--- src/rtl/xi_arb_pkg.sv ---
// rtl/xi_arb_pkg.sv - shared constants and round-robin pick helper for the graph memory arbiter
package xi_arb_pkg;

    // Widest core array the pick helper is sized for
    localparam int MAX_CORES = 16;

    // Cycles from grant to read data at the cores
    localparam int RD_LATENCY = 2;

    // Core index width, never narrower than one bit
    function automatic int idx_width(input int n);
        return (n <= 2) ? 1 : $clog2(n);
    endfunction

    // One-hot pick of the first requester at or after ptr, wrapping modulo n
    function automatic logic [MAX_CORES-1:0] rr_pick(
        input logic [MAX_CORES-1:0] req,
        input int                   ptr,
        input int                   n
    );
        logic [MAX_CORES-1:0] gnt;
        logic                 found;
        int                   idx;
        gnt   = '0;
        found = 1'b0;
        for (int k = 0; k < MAX_CORES; k++) begin
            if (!found && (k < n)) begin
                idx = ptr + k;
                if (idx >= n) begin
                    idx = idx - n;
                end
                if (req[idx]) begin
                    gnt[idx] = 1'b1;
                    found    = 1'b1;
                end
            end
        end
        return gnt;
    endfunction

endpackage

--- src/rtl/xi_mem_arbiter_if.sv ---
// rtl/xi_mem_arbiter_if.sv - core-side and memory-side signal bundle of the graph memory arbiter
interface xi_mem_arbiter_if #(
    parameter int N_CORES = 4,
    parameter int ADDR_W  = 12,
    parameter int NODE_W  = 160
);
    logic [N_CORES-1:0]        core_rd_req;
    logic [N_CORES*ADDR_W-1:0] core_rd_addr;
    logic [N_CORES-1:0]        core_rd_gnt;
    logic [N_CORES-1:0]        core_rd_valid;
    logic [NODE_W-1:0]         core_rd_data;
    logic [N_CORES-1:0]        core_wr_req;
    logic [N_CORES*ADDR_W-1:0] core_wr_addr;
    logic [N_CORES*NODE_W-1:0] core_wr_data;
    logic [N_CORES-1:0]        core_wr_gnt;
    logic                      mem_rd_en;
    logic [ADDR_W-1:0]         mem_rd_addr;
    logic                      mem_rd_valid;
    logic [NODE_W-1:0]         mem_rd_data;
    logic                      mem_wr_en;
    logic [ADDR_W-1:0]         mem_wr_addr;
    logic [NODE_W-1:0]         mem_wr_data;
    logic                      err_stray;

    // Arbiter view
    modport slave (
        input  core_rd_req, core_rd_addr, core_wr_req, core_wr_addr, core_wr_data,
        input  mem_rd_valid, mem_rd_data,
        output core_rd_gnt, core_rd_valid, core_rd_data, core_wr_gnt,
        output mem_rd_en, mem_rd_addr, mem_wr_en, mem_wr_addr, mem_wr_data, err_stray
    );

    // Core array plus memory view
    modport master (
        output core_rd_req, core_rd_addr, core_wr_req, core_wr_addr, core_wr_data,
        output mem_rd_valid, mem_rd_data,
        input  core_rd_gnt, core_rd_valid, core_rd_data, core_wr_gnt,
        input  mem_rd_en, mem_rd_addr, mem_wr_en, mem_wr_addr, mem_wr_data, err_stray
    );
endinterface

--- src/rtl/xi_rr_arbiter.sv ---
// rtl/xi_rr_arbiter.sv - round-robin arbiter with combinational one-hot grant and rotating pointer
module xi_rr_arbiter
    import xi_arb_pkg::*;
#(
    parameter int N     = 4,
    parameter int IDX_W = 2
) (
    input  logic         clk,
    input  logic         rst_n,
    input  logic [N-1:0] req,
    output logic [N-1:0] gnt
);

    logic [IDX_W-1:0] ptr_q;
    logic [IDX_W-1:0] ptr_d;

    // Grant the first requester at or after the pointer; move the pointer past the winner
    always_comb begin
        gnt   = N'(rr_pick(MAX_CORES'(req), int'(ptr_q), N));
        ptr_d = ptr_q;
        for (int i = 0; i < N; i++) begin
            if (gnt[i]) begin
                ptr_d = (i == N - 1) ? '0 : IDX_W'(i + 1);
            end
        end
    end

    // Pointer register
    always_ff @(posedge clk or negedge rst_n) begin
        if (!rst_n) begin
            ptr_q <= '0;
        end else begin
            ptr_q <= ptr_d;
        end
    end

endmodule

--- src/rtl/xi_mem_arbiter.sv ---
// rtl/xi_mem_arbiter.sv - shares the graph memory read/write ports among cores; XI_ARB_STATS_EN adds arb_stall_cnt
module xi_mem_arbiter
    import xi_arb_pkg::*;
#(
    parameter int N_CORES = 4,
    parameter int ADDR_W  = 12,
    parameter int NODE_W  = 160
) (
    input  logic             clk,
    input  logic             rst_n,
    xi_mem_arbiter_if.slave  bus
`ifdef XI_ARB_STATS_EN
    ,
    output logic [31:0]      arb_stall_cnt
`endif
);

    localparam int IDX_W = idx_width(N_CORES);

    logic [N_CORES-1:0] rd_gnt;
    logic [N_CORES-1:0] wr_gnt;

    logic [ADDR_W-1:0]  rd_sel_addr;
    logic [IDX_W-1:0]   rd_sel_tag;
    logic [ADDR_W-1:0]  wr_sel_addr;
    logic [NODE_W-1:0]  wr_sel_data;

    logic [ADDR_W-1:0]  mem_rd_addr_q, mem_rd_addr_d;
    logic               mem_wr_en_q, mem_wr_en_d;
    logic [ADDR_W-1:0]  mem_wr_addr_q, mem_wr_addr_d;
    logic [NODE_W-1:0]  mem_wr_data_q, mem_wr_data_d;
    logic               err_stray_q, err_stray_d;

    // Tag pipeline: stage 0 is the cycle mem_rd_en is high, last stage lines up with mem_rd_valid
    logic [RD_LATENCY-1:0]            rd_pipe_vld_q, rd_pipe_vld_d;
    logic [RD_LATENCY-1:0][IDX_W-1:0] rd_pipe_tag_q, rd_pipe_tag_d;

    logic rsp_hit;

    xi_rr_arbiter #(.N(N_CORES), .IDX_W(IDX_W)) u_rd_arb (
        .clk   (clk),
        .rst_n (rst_n),
        .req   (bus.core_rd_req),
        .gnt   (rd_gnt)
    );

    xi_rr_arbiter #(.N(N_CORES), .IDX_W(IDX_W)) u_wr_arb (
        .clk   (clk),
        .rst_n (rst_n),
        .req   (bus.core_wr_req),
        .gnt   (wr_gnt)
    );

    // Mux the winning core's address/data and tag onto the memory side
    always_comb begin
        rd_sel_addr = '0;
        rd_sel_tag  = '0;
        wr_sel_addr = '0;
        wr_sel_data = '0;
        for (int i = 0; i < N_CORES; i++) begin
            if (rd_gnt[i]) begin
                rd_sel_addr = bus.core_rd_addr[i*ADDR_W +: ADDR_W];
                rd_sel_tag  = IDX_W'(i);
            end
            if (wr_gnt[i]) begin
                wr_sel_addr = bus.core_wr_addr[i*ADDR_W +: ADDR_W];
                wr_sel_data = bus.core_wr_data[i*NODE_W +: NODE_W];
            end
        end
    end

    // Next state for memory command registers, tag pipeline and stray flag
    always_comb begin
        mem_rd_addr_d    = rd_sel_addr;
        mem_wr_en_d      = |wr_gnt;
        mem_wr_addr_d    = wr_sel_addr;
        mem_wr_data_d    = wr_sel_data;
        rd_pipe_vld_d    = '0;
        rd_pipe_tag_d    = '0;
        rd_pipe_vld_d[0] = |rd_gnt;
        rd_pipe_tag_d[0] = rd_sel_tag;
        for (int k = 1; k < RD_LATENCY; k++) begin
            rd_pipe_vld_d[k] = rd_pipe_vld_q[k-1];
            rd_pipe_tag_d[k] = rd_pipe_tag_q[k-1];
        end
        err_stray_d = err_stray_q | (bus.mem_rd_valid & ~rd_pipe_vld_q[RD_LATENCY-1]);
    end

    // Registered memory command, tag pipeline and sticky error
    always_ff @(posedge clk or negedge rst_n) begin
        if (!rst_n) begin
            mem_rd_addr_q <= '0;
            mem_wr_en_q   <= 1'b0;
            mem_wr_addr_q <= '0;
            mem_wr_data_q <= '0;
            rd_pipe_vld_q <= '0;
            rd_pipe_tag_q <= '0;
            err_stray_q   <= 1'b0;
        end else begin
            mem_rd_addr_q <= mem_rd_addr_d;
            mem_wr_en_q   <= mem_wr_en_d;
            mem_wr_addr_q <= mem_wr_addr_d;
            mem_wr_data_q <= mem_wr_data_d;
            rd_pipe_vld_q <= rd_pipe_vld_d;
            rd_pipe_tag_q <= rd_pipe_tag_d;
            err_stray_q   <= err_stray_d;
        end
    end

    // Route returning data to the core whose tag reached the end of the pipeline
    always_comb begin
        rsp_hit           = bus.mem_rd_valid & rd_pipe_vld_q[RD_LATENCY-1];
        bus.core_rd_valid = rsp_hit ? (N_CORES'(1) << rd_pipe_tag_q[RD_LATENCY-1]) : '0;
        bus.core_rd_data  = rsp_hit ? bus.mem_rd_data : '0;
    end

    assign bus.core_rd_gnt = rd_gnt;
    assign bus.core_wr_gnt = wr_gnt;
    assign bus.mem_rd_en   = rd_pipe_vld_q[0];
    assign bus.mem_rd_addr = mem_rd_addr_q;
    assign bus.mem_wr_en   = mem_wr_en_q;
    assign bus.mem_wr_addr = mem_wr_addr_q;
    assign bus.mem_wr_data = mem_wr_data_q;
    assign bus.err_stray   = err_stray_q;

`ifdef XI_ARB_STATS_EN
    logic [31:0] stall_cnt_q, stall_cnt_d;
    logic        stall;

    // Count cycles where some core on either port is left waiting, saturating at all-ones
    always_comb begin
        stall       = (|(bus.core_rd_req & ~rd_gnt)) | (|(bus.core_wr_req & ~wr_gnt));
        stall_cnt_d = stall_cnt_q;
        if (stall && (stall_cnt_q != 32'hFFFF_FFFF)) begin
            stall_cnt_d = stall_cnt_q + 32'd1;
        end
    end

    // Stall counter register
    always_ff @(posedge clk or negedge rst_n) begin
        if (!rst_n) begin
            stall_cnt_q <= '0;
        end else begin
            stall_cnt_q <= stall_cnt_d;
        end
    end

    assign arb_stall_cnt = stall_cnt_q;
`endif

endmodule

--- src/flat_wrapper.sv ---
// flat-port wrapper written by rule: the top's interface ports become plain ports
module xi_mem_arbiter_flat import xi_arb_pkg::*;
#(
    parameter int N_CORES = 4,
    parameter int ADDR_W  = 12,
    parameter int NODE_W  = 160
)
  (clk, rst_n, bus_core_rd_req, bus_core_rd_addr, bus_core_wr_req, bus_core_wr_addr, bus_core_wr_data, bus_mem_rd_valid, bus_mem_rd_data, bus_core_rd_gnt, bus_core_rd_valid, bus_core_rd_data, bus_core_wr_gnt, bus_mem_rd_en, bus_mem_rd_addr, bus_mem_wr_en, bus_mem_wr_addr, bus_mem_wr_data, bus_err_stray);
  xi_mem_arbiter_if #(.N_CORES(N_CORES), .ADDR_W(ADDR_W), .NODE_W(NODE_W)) bus_i ();
  input  logic clk;
  input  logic rst_n;
  input wire logic [$bits(bus_i.core_rd_req)-1:0] bus_core_rd_req;
  input wire logic [$bits(bus_i.core_rd_addr)-1:0] bus_core_rd_addr;
  input wire logic [$bits(bus_i.core_wr_req)-1:0] bus_core_wr_req;
  input wire logic [$bits(bus_i.core_wr_addr)-1:0] bus_core_wr_addr;
  input wire logic [$bits(bus_i.core_wr_data)-1:0] bus_core_wr_data;
  input wire logic [$bits(bus_i.mem_rd_valid)-1:0] bus_mem_rd_valid;
  input wire logic [$bits(bus_i.mem_rd_data)-1:0] bus_mem_rd_data;
  output wire logic [$bits(bus_i.core_rd_gnt)-1:0] bus_core_rd_gnt;
  output wire logic [$bits(bus_i.core_rd_valid)-1:0] bus_core_rd_valid;
  output wire logic [$bits(bus_i.core_rd_data)-1:0] bus_core_rd_data;
  output wire logic [$bits(bus_i.core_wr_gnt)-1:0] bus_core_wr_gnt;
  output wire logic [$bits(bus_i.mem_rd_en)-1:0] bus_mem_rd_en;
  output wire logic [$bits(bus_i.mem_rd_addr)-1:0] bus_mem_rd_addr;
  output wire logic [$bits(bus_i.mem_wr_en)-1:0] bus_mem_wr_en;
  output wire logic [$bits(bus_i.mem_wr_addr)-1:0] bus_mem_wr_addr;
  output wire logic [$bits(bus_i.mem_wr_data)-1:0] bus_mem_wr_data;
  output wire logic [$bits(bus_i.err_stray)-1:0] bus_err_stray;
  assign bus_i.core_rd_req = bus_core_rd_req;
  assign bus_i.core_rd_addr = bus_core_rd_addr;
  assign bus_i.core_wr_req = bus_core_wr_req;
  assign bus_i.core_wr_addr = bus_core_wr_addr;
  assign bus_i.core_wr_data = bus_core_wr_data;
  assign bus_i.mem_rd_valid = bus_mem_rd_valid;
  assign bus_i.mem_rd_data = bus_mem_rd_data;
  assign bus_core_rd_gnt = bus_i.core_rd_gnt;
  assign bus_core_rd_valid = bus_i.core_rd_valid;
  assign bus_core_rd_data = bus_i.core_rd_data;
  assign bus_core_wr_gnt = bus_i.core_wr_gnt;
  assign bus_mem_rd_en = bus_i.mem_rd_en;
  assign bus_mem_rd_addr = bus_i.mem_rd_addr;
  assign bus_mem_wr_en = bus_i.mem_wr_en;
  assign bus_mem_wr_addr = bus_i.mem_wr_addr;
  assign bus_mem_wr_data = bus_i.mem_wr_data;
  assign bus_err_stray = bus_i.err_stray;
  xi_mem_arbiter #(.N_CORES(N_CORES), .ADDR_W(ADDR_W), .NODE_W(NODE_W)) u_core (.clk(clk), .rst_n(rst_n), .bus(bus_i));
endmodule
--- config.mk ---
export PLATFORM = sky130hd
export DESIGN_NAME = xi_mem_arbiter_flat
export DESIGN_NICKNAME = d
export VERILOG_FILES = /design/src/rtl/xi_arb_pkg.sv /design/src/rtl/xi_mem_arbiter_if.sv /design/src/rtl/xi_rr_arbiter.sv /design/src/rtl/xi_mem_arbiter.sv /design/src/flat_wrapper.sv
export SDC_FILE = /design/constraint.sdc
export NUM_CORES = 1
export LEC_CHECK = 0
export BUFFER_PORTS_ARGS = -buffer_cell sky130_fd_sc_hd__buf_2
export CAP_MARGIN = 15
export CORE_AREA = 2 2 494 496
export CTS_BUF_LIST = sky130_fd_sc_hd__clkbuf_4 sky130_fd_sc_hd__clkbuf_8 sky130_fd_sc_hd__clkbuf_16
export CTS_CLUSTER_SIZE = 24
export DETAILED_ROUTE_END_ITERATION = 10
export DIE_AREA = 0 0 496 498
export PLACE_DENSITY = 0.31
export SYNTH_ARGS = -nofsm -noshare
export SYNTH_HDL_FRONTEND = slang
export SYNTH_SLANG_ARGS = --single-unit
export TNS_END_PERCENT = 50
--- constraint.sdc ---
create_clock -name clk -period 3.3 [get_ports clk]
set_clock_uncertainty 0.15 [all_clocks]
set_input_delay 0.33 -clock clk [delete_from_list [all_inputs] [get_ports clk]]
set_output_delay 0.33 -clock clk [all_outputs]
set_load 0.03 [all_outputs]
==> summary.md <==
| Metric | Value |
|---|---|
| Via count | `23200` |
| TritonCTS Buffers | `17` |
| TritonCTS clock tree | `yes` |
| H-Tree Depth | `4` |
| Pwr dens | `1170 nW/µm²` |
| Failing checks | `negative setup slack` |
| Largest net degree at the start of global routing | `123` |
| Routability cong. | `0.927` |
| Die ar. | `247000 µm²` |
| Final period util | `102%` |
| Die Height | `498 µm` |
| Routed WL per cell | `30.0 µm` |
| Max Clk Rate | `298 MHz` |
| Fraction of registers with async set/reset | `100%` |
| Total power | `38300 µW` |
| WP data required | `2.82 ns` |
| Synth warn | `0` |
| Clk Latency, worst-skew pair | `0.57 ns` |
| Clk buf depth | `2` |
| Place WS | `-0.307 ns` |
| Reg2Reg Setup Slack | `0.02 ns` |
| Initial antenna violation count | `203` |
| Routed Antenna Nets | `0` |
| Routed vias/inst | `3.38` |
| # IOs | `1266` |
| Actual slew at the worst max-slew pin | `0.588 ns` |
| Fin util | `13.6%` |
| Most common cell in the netlist | `dfrtp_1` |
| Cell taking the most area after synthesis | `dfrtp_1` |
| Synth area leaders | `dfrtp_1 39%, nand4_1 8.8%, a31oi_1 8.5%, and3_1 8.1%, a21oi_1 7.6%` |
| Post-Syn Area | `12700 µm²` |
| Clock slew at reported path FFs | `0.11 ns` |
| Total Wirelength | `206000 µm` |
| Post-synthesis cell count | `1593` |
| Vias in the first global route | `24000` |
| Syn nets | `2513` |
| Rel. slew slack | `60.8%` |
| DP HPWL | `175000 µm` |
| Core Region | `242000 µm²` |
| Drt pass-1 iters | `8` |
| Setup-failing EPs final | `4` |
| Seq/Total Area, Yosys | `38.7%` |
| Clock sink count | `196` |
| GRT overflow | `0` |
| Commonest register cell after synthesis | `dfrtp_1` |
| Final nets | `4489` |
| Synthesis-stage register bit count | `196` |
| Share of cells above drive strength 1 | `45.6%` |
| CTS root buffer | `clkbuf_16` |
| Number of cell rows | `181` |
| Synth unique cells | `48` |
| Max-cap violations | `0` |
| Initial Utilization | `5.23%` |
| # fillers | `28000` |
| Status | `complete, but fails checks` |
| Yosys top cell area share | `38.7%` |
| Avg Synthesized Cell Area | `7.95 µm²` |
| DP Cell Count | `6056` |
| Layout area overhead | `159%` |
| Starting DRC count in detailed routing | `1677` |
| Post-synth EDFFs | `0` |
| CP startpoint kind | `register` |
| # port buffers | `1265` |
| Hold Path Class | `primary input to register` |
| Final std cells w/o fill | `6863` |
| First-pass GRT wire length | `254000 µm` |
| P_leak | `0.0147 µW` |
| Slew Limit Fails | `0` |
| DRC violations left | `0` |
| Capturing element type of the critical path | `primary output` |
| Worst-path maximum fanout | `5` |
| Die width | `496 µm` |
| Max VDD drop | `0.905 mV` |
| Total GRT Usage | `15.9%` |
| Final Hold Viols | `0` |
| RSZ-0062 raised after global routing | `yes` |
| Minimum clock period | `3.36 ns` |
| Setup ws final | `-0.0582 ns` |
| Crit path kind | `register to primary output` |
| Worst endpoint data arrival time | `2.88 ns` |
| Top post-synthesis cells by count | `196 x dfrtp_1, 192 x a21oi_1, 189 x nor2_1` |
[worst max-delay path, stage by stage (launching register included)]
cell and delay (ns):
dfrtp_1 0.41, inv_2 0.07, ha_4 0.29, mux2_4 0.30
and3_4 0.20, nor4b_4 0.32, buf_4 0.18, a22oi_2 0.06
and2_4 0.17, inv_12 0.07, buf_16 0.11, buf_8 0.12
[stage by stage]
stage	instance area, µm²	hold slack (ns)	TNS (ns)
2_1_floorplan	12700	-0.116	0
3_3_place_gp	24200	0.175	-5.08
3_5_place_dp	24200	0.168	-3.56
4_1_cts	32100	0.000978	-0.436
5_1_grt	32700	0.0174	-4.86
6_report	32800	0.0549	-0.122
[registers in the layout (all words and copies together), names as in the netlist, 2 cells and up]
name,cells
u_core.bus.mem_wr_data,160
u_core.bus.mem_rd_addr,12
u_core.bus.mem_wr_addr,12
u_core.rd_pipe_tag_d,2
u_core.rd_pipe_tag_q,2
u_core.rd_pipe_vld_q,2
u_core.u_rd_arb.ptr_q,2
u_core.u_wr_arb.ptr_q,2
[power by group]
part	switching (µW)	internal [µW]	total [µW]
clock network	1660	1050	2710
registers	807	3850	4660
logic	19800	11000	30900
total	22300	15900	38300
[cell type report]
type	count	area, µm²	share of cell area, %
Tap cell	3202	4010	12.2
Timing Repair Buffer	2153	15600	47.7
Clock buffer	17	425	1.30
Antenna cell	79	198	0.603
Multi-Input combinational cell	1180	7300	22.3
Sequential cell	196	4910	15.0
Inverter	21	128	0.389
Clock inverter	15	196	0.599
[per-layer routing]
metal	share of wire, %	up-vias	global-route usage [%]	wire length (µm)
met5	0.27	-	0	552
met3	11	329	6.77	21800
met1	40	11300	18.3	81700
met2	46	1422	26.5	95600
li1	-	10000	-	-
met4	3.0	86	4.32	6180
[final timing paths]
check | from | end | depth (start not counted)
min in group asynchronous | rst_n | u_core.bus.mem_rd_addr[9] | 2
max | u_core.u_wr_arb.ptr_q[0] | bus_core_wr_gnt[1] | 11
min | bus_core_wr_data[625] | u_core.bus.mem_wr_data[145] | 4
min reg2reg | u_core.rd_pipe_tag_d[2] | u_core.rd_pipe_tag_q[2] | 0
max reg2reg | u_core.u_wr_arb.ptr_q[0] | u_core.bus.mem_wr_data[128] | 14
max in group asynchronous | rst_n | u_core.bus.err_stray | 3
[timing repair]
action,CTS,global route
endpoints found under the hold margin,270,1
endpoints found under the setup margin,98,125
resized for setup,79,70
gates cloned,3,5
pin swaps,25,20
hold buffers,651,1
buffers inserted,29,8
[cells by family after synthesis]
logic type      synth area share, %
compound gates                 18.9
simple gates                   31.4
flops                          38.7
buf+inv                        8.25
fa+ha+maj                      1.28
mux                            1.48
[placed cells by master (no fill, tap or decap), types with 4 or more instances in the layout]
| cell type | count |
|---|---|
| dlygate4sd3_1 | 652 |
| dfrtp_1 | 195 |
| o31ai_1 | 6 |
| inv_12 | 5 |
| a21oi_1 | 182 |
| and3_1 | 162 |
| mux2_4 | 4 |
| buf_6 | 13 |
| a21oi_2 | 10 |
| buf_16 | 8 |
| nand2_1 | 12 |
| a32oi_1 | 7 |
| a31oi_2 | 22 |
| clkinv_8 | 5 |
| buf_8 | 4 |
| nand3_2 | 11 |
| mux4_2 | 4 |
| inv_2 | 5 |
| nand3_1 | 169 |
| nand4_1 | 179 |
| buf_4 | 166 |
| a31oi_1 | 143 |
| diode_2 | 79 |
| buf_2 | 1255 |
| buf_12 | 48 |
| ha_1 | 10 |
| clkbuf_16 | 22 |
| nor2_1 | 187 |
| nor3_1 | 4 |
| a221oi_1 | 6 |
| inv_1 | 12 |
| a31oi_4 | 8 |
(Power assumes the default switching activity.)
